File: config.mk
export PLATFORM = sky130hd
export DESIGN_NAME = slot_alloc
export DESIGN_NICKNAME = d
export VERILOG_FILES = /design/src/rtl/slot_alloc_pkg.sv /design/src/rtl/slot_alloc_s.sv /design/src/rtl/slot_alloc.sv
export SDC_FILE = /design/constraint.sdc
export NUM_CORES = 1
export LEC_CHECK = 0
export BUFFER_PORTS_ARGS = -buffer_cell sky130_fd_sc_hd__buf_2
export CAP_MARGIN = 40
export CORE_UTILIZATION = 40
export DETAILED_ROUTE_END_ITERATION = 8
export SYNTH_ARGS = -nofsm -noshare
export SYNTH_HDL_FRONTEND = slang
export SYNTH_SLANG_ARGS = --single-unit
File: constraint.sdc
create_clock -name clk -period 16.27 [get_ports clk]
set_input_delay 1.627 -clock clk [delete_from_list [all_inputs] [get_ports clk]]
set_output_delay 1.627 -clock clk [all_outputs]
set_load 0.05 [all_outputs]
File: src/rtl/slot_alloc_pkg.sv
// ---------------------------------------------------------------------------
// slot_alloc_pkg
//   Shared definitions for the slot allocator: slot count, index/count widths,
//   the matching typedefs and a one-hot decode helper.
// ---------------------------------------------------------------------------
package slot_alloc_pkg;

    localparam int NUM_SLOTS = 32;
    localparam int ID_W      = $clog2(NUM_SLOTS);
    localparam int CNT_W     = ID_W + 1;

    typedef logic [ID_W-1:0]      id_t;
    typedef logic [CNT_W-1:0]     cnt_t;
    typedef logic [NUM_SLOTS-1:0] vec_t;

    // One-hot mask with only bit `id` set.
    function automatic vec_t onehot(input id_t id);
        vec_t v;
        v     = '0;
        v[id] = 1'b1;
        return v;
    endfunction

endpackage

File: src/rtl/slot_alloc_s.sv
// ---------------------------------------------------------------------------
// s : combinational circular first-zero search
//   Scans x_i starting at pos_i-1 and walking downwards, wrapping from 0 to
//   W-1; pos_i itself is the last position examined.
//   x_i     in  W        vector to search (1 = occupied)
//   pos_i   in  log2(W)  search origin
//   y_o     out W        one-hot of the first zero found (0 when none)
//   y_enc_o out log2(W)  index of the first zero found (0 when none)
//   any_o   out 1        a zero exists in x_i
// ---------------------------------------------------------------------------
module s #(
    parameter int W = 32
) (
    input  logic [W-1:0]         x_i,
    input  logic [$clog2(W)-1:0] pos_i,
    output logic [W-1:0]         y_o,
    output logic [$clog2(W)-1:0] y_enc_o,
    output logic                 any_o
);
    localparam int IW = $clog2(W);

    always_comb begin
        y_enc_o = '0;
        any_o   = 1'b0;
        // k = W truncates to 0, so the origin itself is checked last.
        // Index arithmetic wraps for free because W is a power of two.
        for (int k = 1; k <= W; k++) begin
            logic [IW-1:0] idx;
            idx = pos_i - IW'(k);
            if (!any_o && !x_i[idx]) begin
                any_o   = 1'b1;
                y_enc_o = idx;
            end
        end
        y_o = any_o ? (W'(1) << y_enc_o) : '0;
    end

endmodule

File: src/rtl/slot_alloc.sv
// ---------------------------------------------------------------------------
// slot_alloc : round-robin slot/tag allocator
//   Tracks slot occupancy, offers the next free slot (descending from the last
//   granted slot, wrapping) as a registered valid/ready grant, and accepts
//   slot releases.
//   clk          in  clock
//   arst_n       in  asynchronous reset, active-low
//   clr_i        in  synchronous clear of occupancy, count and pointer
//   alloc_vld_o  out a free slot is offered
//   alloc_id_o   out index of the offered slot
//   alloc_rdy_i  in  consumer takes the offered slot
//   free_vld_i   in  release request
//   free_id_i    in  slot to release
//   count_o      out number of occupied slots
//   full_o       out all slots occupied
//   empty_o      out no slot occupied
//   err_o        out sticky: a release targeted an unoccupied slot
// W must match NUM_SLOTS in slot_alloc_pkg (onehot() is sized by it).
// ---------------------------------------------------------------------------
module slot_alloc
    import slot_alloc_pkg::*;
#(
    parameter int W = NUM_SLOTS
) (
    input  logic                 clk,
    input  logic                 arst_n,
    input  logic                 clr_i,
    output logic                 alloc_vld_o,
    output logic [$clog2(W)-1:0] alloc_id_o,
    input  logic                 alloc_rdy_i,
    input  logic                 free_vld_i,
    input  logic [$clog2(W)-1:0] free_id_i,
    output logic [$clog2(W):0]   count_o,
    output logic                 full_o,
    output logic                 empty_o,
    output logic                 err_o
);
    localparam int IW = $clog2(W);
    localparam int CW = IW + 1;

    logic [W-1:0]  occ_q, occ_d;
    logic [IW-1:0] ptr_q, ptr_d;
    logic          cand_vld_q;
    logic [IW-1:0] cand_id_q;
    logic [CW-1:0] cnt_q, cnt_d;
    logic          err_q, err_d;

    logic          hs;
    logic          fr;
    logic          occ_at_free;
    logic [W-1:0]  y_unused;
    logic [IW-1:0] srch_id;
    logic          srch_any;

    assign hs          = cand_vld_q & alloc_rdy_i;
    assign occ_at_free = occ_q[free_id_i];
    assign fr          = free_vld_i & occ_at_free;

    always_comb begin
        occ_d = occ_q;
        ptr_d = ptr_q;
        cnt_d = cnt_q;
        // An illegal free is recorded even in a clear cycle; clear never
        // resets the error flag.
        err_d = err_q | (free_vld_i & ~occ_at_free);
        if (clr_i) begin
            occ_d = '0;
            ptr_d = '0;
            cnt_d = '0;
        end else begin
            if (hs) begin
                occ_d = occ_d | onehot(cand_id_q);
                ptr_d = cand_id_q;
            end
            if (fr) begin
                occ_d = occ_d & ~onehot(free_id_i);
            end
            cnt_d = cnt_q + CW'(hs) - CW'(fr);
        end
    end

    // Search on next-state values so a grant or release is reflected in the
    // offer one cycle later, which sustains one grant per cycle.
    s #(
        .W (W)
    ) u_search (
        .x_i     (occ_d),
        .pos_i   (ptr_d),
        .y_o     (y_unused),
        .y_enc_o (srch_id),
        .any_o   (srch_any)
    );

    always_ff @(posedge clk or negedge arst_n) begin
        if (!arst_n) begin
            occ_q      <= '0;
            ptr_q      <= '0;
            cand_vld_q <= 1'b0;
            cand_id_q  <= '0;
            cnt_q      <= '0;
            err_q      <= 1'b0;
        end else begin
            occ_q      <= occ_d;
            ptr_q      <= ptr_d;
            cand_vld_q <= srch_any;
            cand_id_q  <= srch_id;
            cnt_q      <= cnt_d;
            err_q      <= err_d;
        end
    end

    assign alloc_vld_o = cand_vld_q;
    assign alloc_id_o  = cand_id_q;
    assign count_o     = cnt_q;
    assign err_o       = err_q;
    assign full_o      = (cnt_q == CW'(W));
    assign empty_o     = (cnt_q == '0);

endmodule

# --- Word level (Yosys, flattened, before mapping) ---
# Cells that the tools add are included.
totals:
  regBits: 50
  wordCells: 320
op_classes:
  addsub: 33
  n_lt_le_gt_ge: 36
  n_eq_ne: 1
  muxes: 141
  bitwise: 8
  n_reduce_logical: 95
ops:
  columns: ["op", "count"]
  rows:
  - ["$lt 5x6->1 const B", 34]
  - ["$mux 5", 34]
  - ["$bmux 1 s5", 33]
  - ["$mux 32", 4]
  - ["$sub 5x5->5 const B", 16]
  - ["$mux 1", 67]
  - ["$logic_not 1->1", 61]
  - ["$sub 5x4->5 const B", 8]
  - ["$logic_and 1x1->1", 33]
  - ["$and 32x32->32", 1]
  - ["$not 32->32", 1]
  - ["$or 32x32->32", 1]
  - ["$sub 5x3->5 const B", 4]
  - ["$demux 1 s5", 2]
  - ["$ge 5x1->1 const B", 2]
  - ["$sub 5x2->5 const B", 2]
  - ["$add 6x1->6", 1]
  - ["$eq 6x6->1 const B", 1]
  - ["$logic_not 6->1", 1]
  - ["$mux 6", 1]
  - ["$sub 6x1->6", 1]
  - ["$sub 5x1->5 const B", 1]
  - ["$and 1x1->1", 3]
  - ["$not 1->1", 1]
  - ["$or 1x1->1", 1]

# --- Longest topological paths before layout ---
# Gate-level depths: netlist of the first run.
logic_depth:
  word_depth: 105
  depth_mapped: 25
  depth_no_buf: 20

# --- Cells and area by module ---
# Synthesis of the first run repeated with hierarchy kept, for this count alone.
unflattened:
  hier_cells: 1106
  hier_area_um2: 9785.6
by_module_without_submodules:
  columns: ["module", "n_inst", "cells_each", "area_each_um2"]
  rows:
  - ["s", 1, 845, 7085.5]
  - ["slot_alloc", 1, 261, 2700.1]

# --- Worst setup path after synthesis of the first run ---
# OpenSTA, ideal clock, no wires.
synth_path:
  path_type: "in2reg"
  from: "input alloc_rdy_i"
  to: "register cand_id_q[3] (netlist: alloc_id_o[3])"
  setup_ns: 0.126
  arrival_ns: 7.074
  required_ns: 16.144
  setup_slack_ns: 9.070
  cell_stages: 21
  cell_sequence: "nand2_1 -> mux2i_1 -> or2_2 -> clkbuf_1 -> buf_1 -> clkbuf_1 -> ha_1 -> inv_1 -> xnor2_1 -> mux4_2 -> mux2_2 -> mux2i_4 -> nand3_4 -> or4_1 -> buf_2 -> or4_4 -> nor2_4 -> nand2_1 -> o221a_1 -> a21oi_1 -> nand2_1"
synth_via:
  elab_chain_len: 101
synth_lines:
  columns: ["item", "line_no", "rtl"]
  rows:
  - ["start: declaration", "slot_alloc.sv:30", "input logic alloc_rdy_i,"]
  - ["$and 1x1->1 (*)", "slot_alloc.sv:55", "assign hs = cand_vld_q & alloc_rdy_i;"]
  - ["branches (longest 99 deep; another with $sub 5x2->5)", null, null]
  - ["$mux 5 (*)", "slot_alloc_s.sv:30", "if (!any_o && !x_i[idx]) begin"]
  - ["via srch_id[3]", "slot_alloc.sv:52", "logic [IW-1:0] srch_id;"]
  - ["end signal: assignment", "slot_alloc.sv:106", "cand_id_q <= srch_id;"]
  - ["end: declaration", "slot_alloc.sv:44", "logic [IW-1:0] cand_id_q;"]
# Mark *: on every way through the listed nets, which the timed path passes. The select of a mux whose other input is x is not followed.

# --- Worst setup path in the final report of the first run ---
layout_path:
  from: "input alloc_rdy_i"
  to: "register cand_id_q[2] (netlist: alloc_id_o[2])"
# Same word-level chain as after synthesis.

==> impl_metrics.tcl, run 1 <==
set metrics [dict create \
    grt.overflow.total 0 \
    ioPinCount 25 \
    power_w 0.001431 \
    cts_sinks 50 \
    synth_simple_gate_area_share_pct 24.34 \
    rrSetupSlack_ns 9.22 \
    dieHeight_um 145.5 \
    worstMarginPinSlew_ns 0.9543 \
    finalWirelength_um 34040 \
    post-route-period-util_pct 49.44 \
    p_leak_nw 3.226 \
    wl_per_cell_um 25.77 \
    synth.area.mux_share_pct 14.65 \
    yosys-top-cells-area "dfrtp_1 (15%), mux4_2 (6.8%), a211oi_1 (6.1%)" \
    status "finished clean" \
    required_ns 16.46 \
    globalRouteMet1Util_pct 43.04 \
    ir_worst_vdd_uv 51.41 \
    grt_pass1_vias 8551 \
    slew_headroom_pct 35.80 \
    antenna_found_initial 1 \
    crit_path_max_fanout 32 \
    synth_nets 1094 \
    synth_top_cells_by_count "a21oi_1 (97), nor2_1 (91), nand2_1 (82), a211oi_1 (67), clkbuf_1 (55)" \
    power_per_cell_area_nw_per_um2 162.5 \
    arrival_ns 8.23 \
    critical_path_class "primary input to register" \
    drt_first_iter_violations 1213 \
    vias 9317 \
    ant_nets 0 \
    yosysMostFrequentCell "a21oi_1" \
    drc 0 \
    cp-end-kind "register" \
    tns_ns 0 \
    min_period_ns 8.045 \
    cts_buffers 5 \
    busiest_layer "met2" \
    synth_cell_types 93 \
    start_kind "primary input" \
    place.port_buffers 24 \
    via_per_inst 7.053 \
    multi_input_area_um2 6593 \
    cts_root_buf "clkbuf_16" \
    seq_area_um2 1251 \
    nets 1081 \
    synthXorXnorAreaFrac_pct 3.937 \
    grt.total_usage_pct 31.69 \
    cts_tree "yes" \
    synth-edff-count 0 \
    chipWidth_um 145.5 \
    netlist_instances 1062 \
    post_cts_resized 0 \
    dr.pass1.iters 6 \
    grt_pass1_wl_um 52000 \
    core-area_um2 20230 \
    dieArea_um2 21160 \
    synth_area_per_cell_um2 7.751 \
    hp-class "register to register" \
    fillers 2044 \
    start_util_pct 40.68 \
    syn_area_um2 8232 \
    final_hold_viol_count 0 \
    htree_num_levels 2 \
    gp_congestion 1.031 \
    cts_buffer_depth 2 \
    holdBufCountCts 0 \
    synth_top_family_by_area "compound AO/OA/AOI/OAI gates" \
    yosysWarnings 0 \
    fin_skew_ns 0.008873 \
    synth_seq_cells 50 \
    drive_gt1_share_pct 13.90 \
    dp_hpwl_um 26030 \
    grt.met2_usage_pct 47.81 \
    row_count 52 \
    post_cts_buffers 0 \
    fmax_mhz 124.3 \
    yosys.area_share.adder_pct 3.435 \
    async_flop_share_pct 100.0 \
    grt_max_degree 46 \
    clkLatencyLatePin_ns 0.30 \
    synth_seq_area_share_pct 15.20 \
    synth_top_area_share_pct 15.20 \
    gr-usage-met3_pct 9.091 \
    drv_cap 0 \
    rsz0062_at_grt "no" \
    synthFlopType "dfrtp_1" \
    synth_compound_area_share_pct 33.41 \
    cts.clk_slew.worst_paths_ns 0.08 \
    synth_largest_area_cell "dfrtp_1" \
    slew_viol_final 0 \
    setup_violations 0 \
    synthToLayoutAreaGrowth_pct 6.961 \
]
metrics by stage:
step	setup WS (ns)	instance area (µm²)	utilization, %	std cells	hold WS (ns)
global placement	7.872	8564	42.33	1303	0.4337
global route	7.902	8802	43.50	1320	0.4950
detailed placement	8.126	8633	42.67	1312	0.4426
floorplan	9.070	8232	-	1062	0.5463
CTS	8.424	8802	43.50	1320	0.4569
finish	8.225	8805	43.51	1321	0.4527
routing by layer:
layer / routed length [µm] / part of all wire (%)
met1: 14290 / 42
met2: 14560 / 43
met3: 3962 / 12
met4: 1222 / 3.6
met5: 11 / 0.032
critical path, stage by stage:
cell,delay (ns)
buf_2,0.10
nand2_1,0.29
mux2i_1,0.22
or2_2,0.12
buf_4,0.36
ha_1,0.65
inv_1,0.23
xnor2_1,0.18
buf_4,0.22
nand2_1,0.19
nor3_1,0.09
nor4_1,0.64
mux2_2,0.32
mux2_2,0.32
and4b_1,0.29
nor2b_1,0.55
nand3_1,0.43
or4_1,0.74
o2111a_1,0.19
o221a_2,0.22
nand2_1,0.10
nand3_1,0.08
cells in the final DEF, fill, tap and decap left out, types with 8 or more instances in the layout:
master / synthesis / routed
mux4_2: 25 / 25
a221oi_1: 12 / 12
o211ai_1: 12 / 12
nor3b_1: 9 / 9
nand2b_1: 16 / 16
nor2_1: 91 / 91
a211oi_2: 9 / 9
ha_1: 21 / 21
mux2_2: 16 / 16
o21ai_0: 36 / 36
o22ai_1: 18 / 18
a21o_1: 15 / 15
nor2b_1: 22 / 22
and2_1: 12 / 12
mux2i_1: 44 / 44
nor3_1: 39 / 39
a22oi_1: 15 / 15
xnor2_1: 36 / 35
nand2_1: 82 / 82
nor4_1: 12 / 12
o221ai_1: 11 / 11
a211o_1: 14 / 14
a31oi_1: 11 / 8
a211oi_1: 67 / 67
dfrtp_1: 50 / 50
inv_1: 23 / 23
or4_1: 9 / 9
nand3_1: 19 / 19
nand4_1: 12 / 12
buf_2: 7 / 28
buf_4: 1 / 25
a21oi_1: 97 / 97
kinds of logic after synthesis:
group | Yosys count
AOI/OAI and AO/OA | 389
xor gates and xnor gates | 37
adders and majority gates | 22
buffers and inverters | 101
DFF | 50
muxes | 86
and+or+nand+nor | 377
power by group:
| part | switching (W) | internal [W] |
|---|---|---|
| combinational | 0.000758 | 0.000375 |
| sequential | 0.0000269 | 0.000144 |
| clock | 0.0000534 | 0.0000731 |
registers in the layout (all words and copies together), names as in the netlist:
register,cells
count_o,6
ptr_q,5
alloc_id_o,5
occ_q,32
err_o,1
alloc_vld_o,1
path summary, 6_finish.rpt:
check	to	startpoint	cells after the start
worst max-delay path	alloc_id_o[2]	alloc_rdy_i	22
worst min-delay path	err_o	err_o	1
worst max register to register	alloc_id_o[2]	alloc_vld_o	21
worst min register to register	err_o	err_o	1
max in group asynchronous	ptr_q[0]	arst_n	2
min in group asynchronous	occ_q[9]	arst_n	1
final cells by class:
type                            instances  share of cell area [%]
Antenna cell                            1                 0.02842
Clock buffer                            5                   1.421
Clock inverter                          3                  0.4974
Inverter                               26                   1.108
Multi-Input combinational cell        911                   74.88
Sequential cell                        50                   14.21
Tap cell                              270                   3.837
Timing Repair Buffer                   55                   4.022
Power figures use the tool's default switching activity.
==> inputs of run 2 (changes only) <==
- clock period: 16.27 -> 6.5 ns (I/O delays scaled with it)
==> run 2 against run 1 <==
  * Clock-buffer cell count unchanged
  * Clock power grew 120%
  * Sequential cell count did not move
  * Combinational power rose to 2.7 times the previous value
  * First-iteration DRC count is 1.2% higher
  * Cell count increased by 6.2%
  * Sequential share of layout area is 0.93 points lower
  * Critical path type unchanged
  * Critical endpoint is now alloc_vld_o
==> impl_metrics.tcl, run 2 (synthesized netlist as in run 1, its figures left out) <==
set metrics [dict create \
    cts_buffers 5 \
    clkLatencyLatePin_ns 0.31 \
    p_leak_nw 3.624 \
    tns_ns 0 \
    ir_worst_vdd_uv 232.0 \
    dp_hpwl_um 28640 \
    gr-usage-met3_pct 7.022 \
    vias 9586 \
    cts_root_buf "clkbuf_16" \
    final_common_cell "buf_4" \
    drv_cap 0 \
    drive_gt1_share_pct 20.12 \
    holdBufCountCts 0 \
    final_hold_viol_count 0 \
    start_kind "primary input" \
    grt_max_degree 51 \
    dp_cells 1394 \
    globalRouteMet1Util_pct 49.84 \
    dp_slack_ns 0.09244 \
    finalWirelength_um 35880 \
    drt_first_iter_violations 1228 \
    slew_headroom_pct 35.62 \
    status "finished clean" \
    slew_viol_final 0 \
    power_per_cell_area_nw_per_um2 403.4 \
    largest_reg_flops 32 \
    antenna_cells 0 \
    htree_num_levels 2 \
    dieHeight_um 145.5 \
    cp-end-kind "register" \
    wl_per_cell_um 25.58 \
    crit_path_max_fanout 17 \
    final_cell_mix "buf_4 (111), a21oi_1 (97), nor2_1 (91), nand2_1 (82), a211oi_1 (67)" \
    ant_nets 0 \
    grt.overflow.total 0 \
    gp_congestion 1.024 \
    start_util_pct 40.68 \
    fin_util_pct 46.57 \
    arrival_ns 6.54 \
    critical_path_class "primary input to register" \
    busiest_layer "met1" \
    grt.total_usage_pct 33.68 \
    fin_ws_ns 0.1489 \
    synthToLayoutAreaGrowth_pct 14.47 \
    via_per_inst 6.833 \
    layoutNonFillerInstCount 1403 \
    antenna_found_initial 1 \
    grt_pass1_wl_um 54570 \
    setup_violations 0 \
    cts_tree "yes" \
    post-route-period-util_pct 97.71 \
    dieArea_um2 21160 \
    fin_skew_ns 0.01254 \
    required_ns 6.69 \
    fmax_mhz 157.5 \
    largest-register "occ_q" \
    min_period_ns 6.351 \
    drc 0 \
    nets 1164 \
    cts_buffer_depth 2 \
    post_cts_buffers 0 \
    grt.met2_usage_pct 49.66 \
    place.port_buffers 24 \
    cts_sinks 50 \
    cts.clk_slew.worst_paths_ns 0.08 \
    row_count 52 \
    rsz0062_at_grt "no" \
    grt_pass1_vias 8669 \
    hp-class "primary input to asynchronous set/reset pin" \
    worstMarginPinSlew_ns 0.9588 \
    dr.pass1.iters 5 \
    core-area_um2 20230 \
    post_cts_resized 0 \
    reg2reg_depth 19 \
    chipWidth_um 145.5 \
    power_w 0.003801 \
    ioPinCount 25 \
]
run 2: final cells by class:
class                           count  area, µm²
Clock buffer                        5      125.1
Clock inverter                      3      27.53
Fill cell                        2033      10810
Timing Repair Buffer              138      998.5
Inverter                           26      97.59
Sequential cell                    50       1251
Multi-Input combinational cell    911       6585
Tap cell                          270      337.8
run 2: final timing paths:
check / startpoint / end / slack (ns)
worst max-delay path: free_id_i[1] / alloc_vld_o / 0.15
worst min-delay path: arst_n / occ_q[7] / 0.45
worst max register to register: occ_q[27] / alloc_vld_o / 0.38
worst min register to register: err_o / err_o / 0.46
max in group asynchronous: arst_n / alloc_id_o[0] / 5.59
min in group clk: err_o / err_o / 0.46
run 2: power by group:
group          total [W]  internal, W  switching, W
clock network   0.000282     0.000147      0.000135
registers       0.000418     0.000362     0.0000562
logic            0.00310      0.00111       0.00199
total            0.00380      0.00162       0.00218
run 2: metrics by stage:
stage,instance area [µm²],hold slack [ns]
final,9423,0.4484
after global routing,9423,0.4961
after CTS,9415,0.4647
after detailed placement,9263,0.4398
after global placement,9258,0.4338
after floorplan,8232,0.3544
run 2: metal layers:
layer / up-vias / wire, µm / part of all wire (%)
met2: 555 / 15130 / 42
met4: 0 / 779 / 2.2
met1: 4695 / 15860 / 44
met5: - / 0 / 0
met3: 53 / 4112 / 11
li1: 4283 / - / -
run 2: worst max-delay path, cell delays in order:
cell and delay [ns]:
buf_2 0.38, mux4_2 0.37, a22o_1 0.27, a21oi_4 0.22, a31oi_2 0.13, buf_4 0.23, a2111oi_0 0.74, buf_4 0.24
nor2_1 0.08, buf_4 0.18, a221o_1 0.39, a211oi_1 0.46, buf_4 0.21, o21ai_0 0.17, nor4_2 0.41, nand4_1 0.26
nor4_1 0.54, buf_4 0.19, nand4_1 0.07, or3b_1 0.35
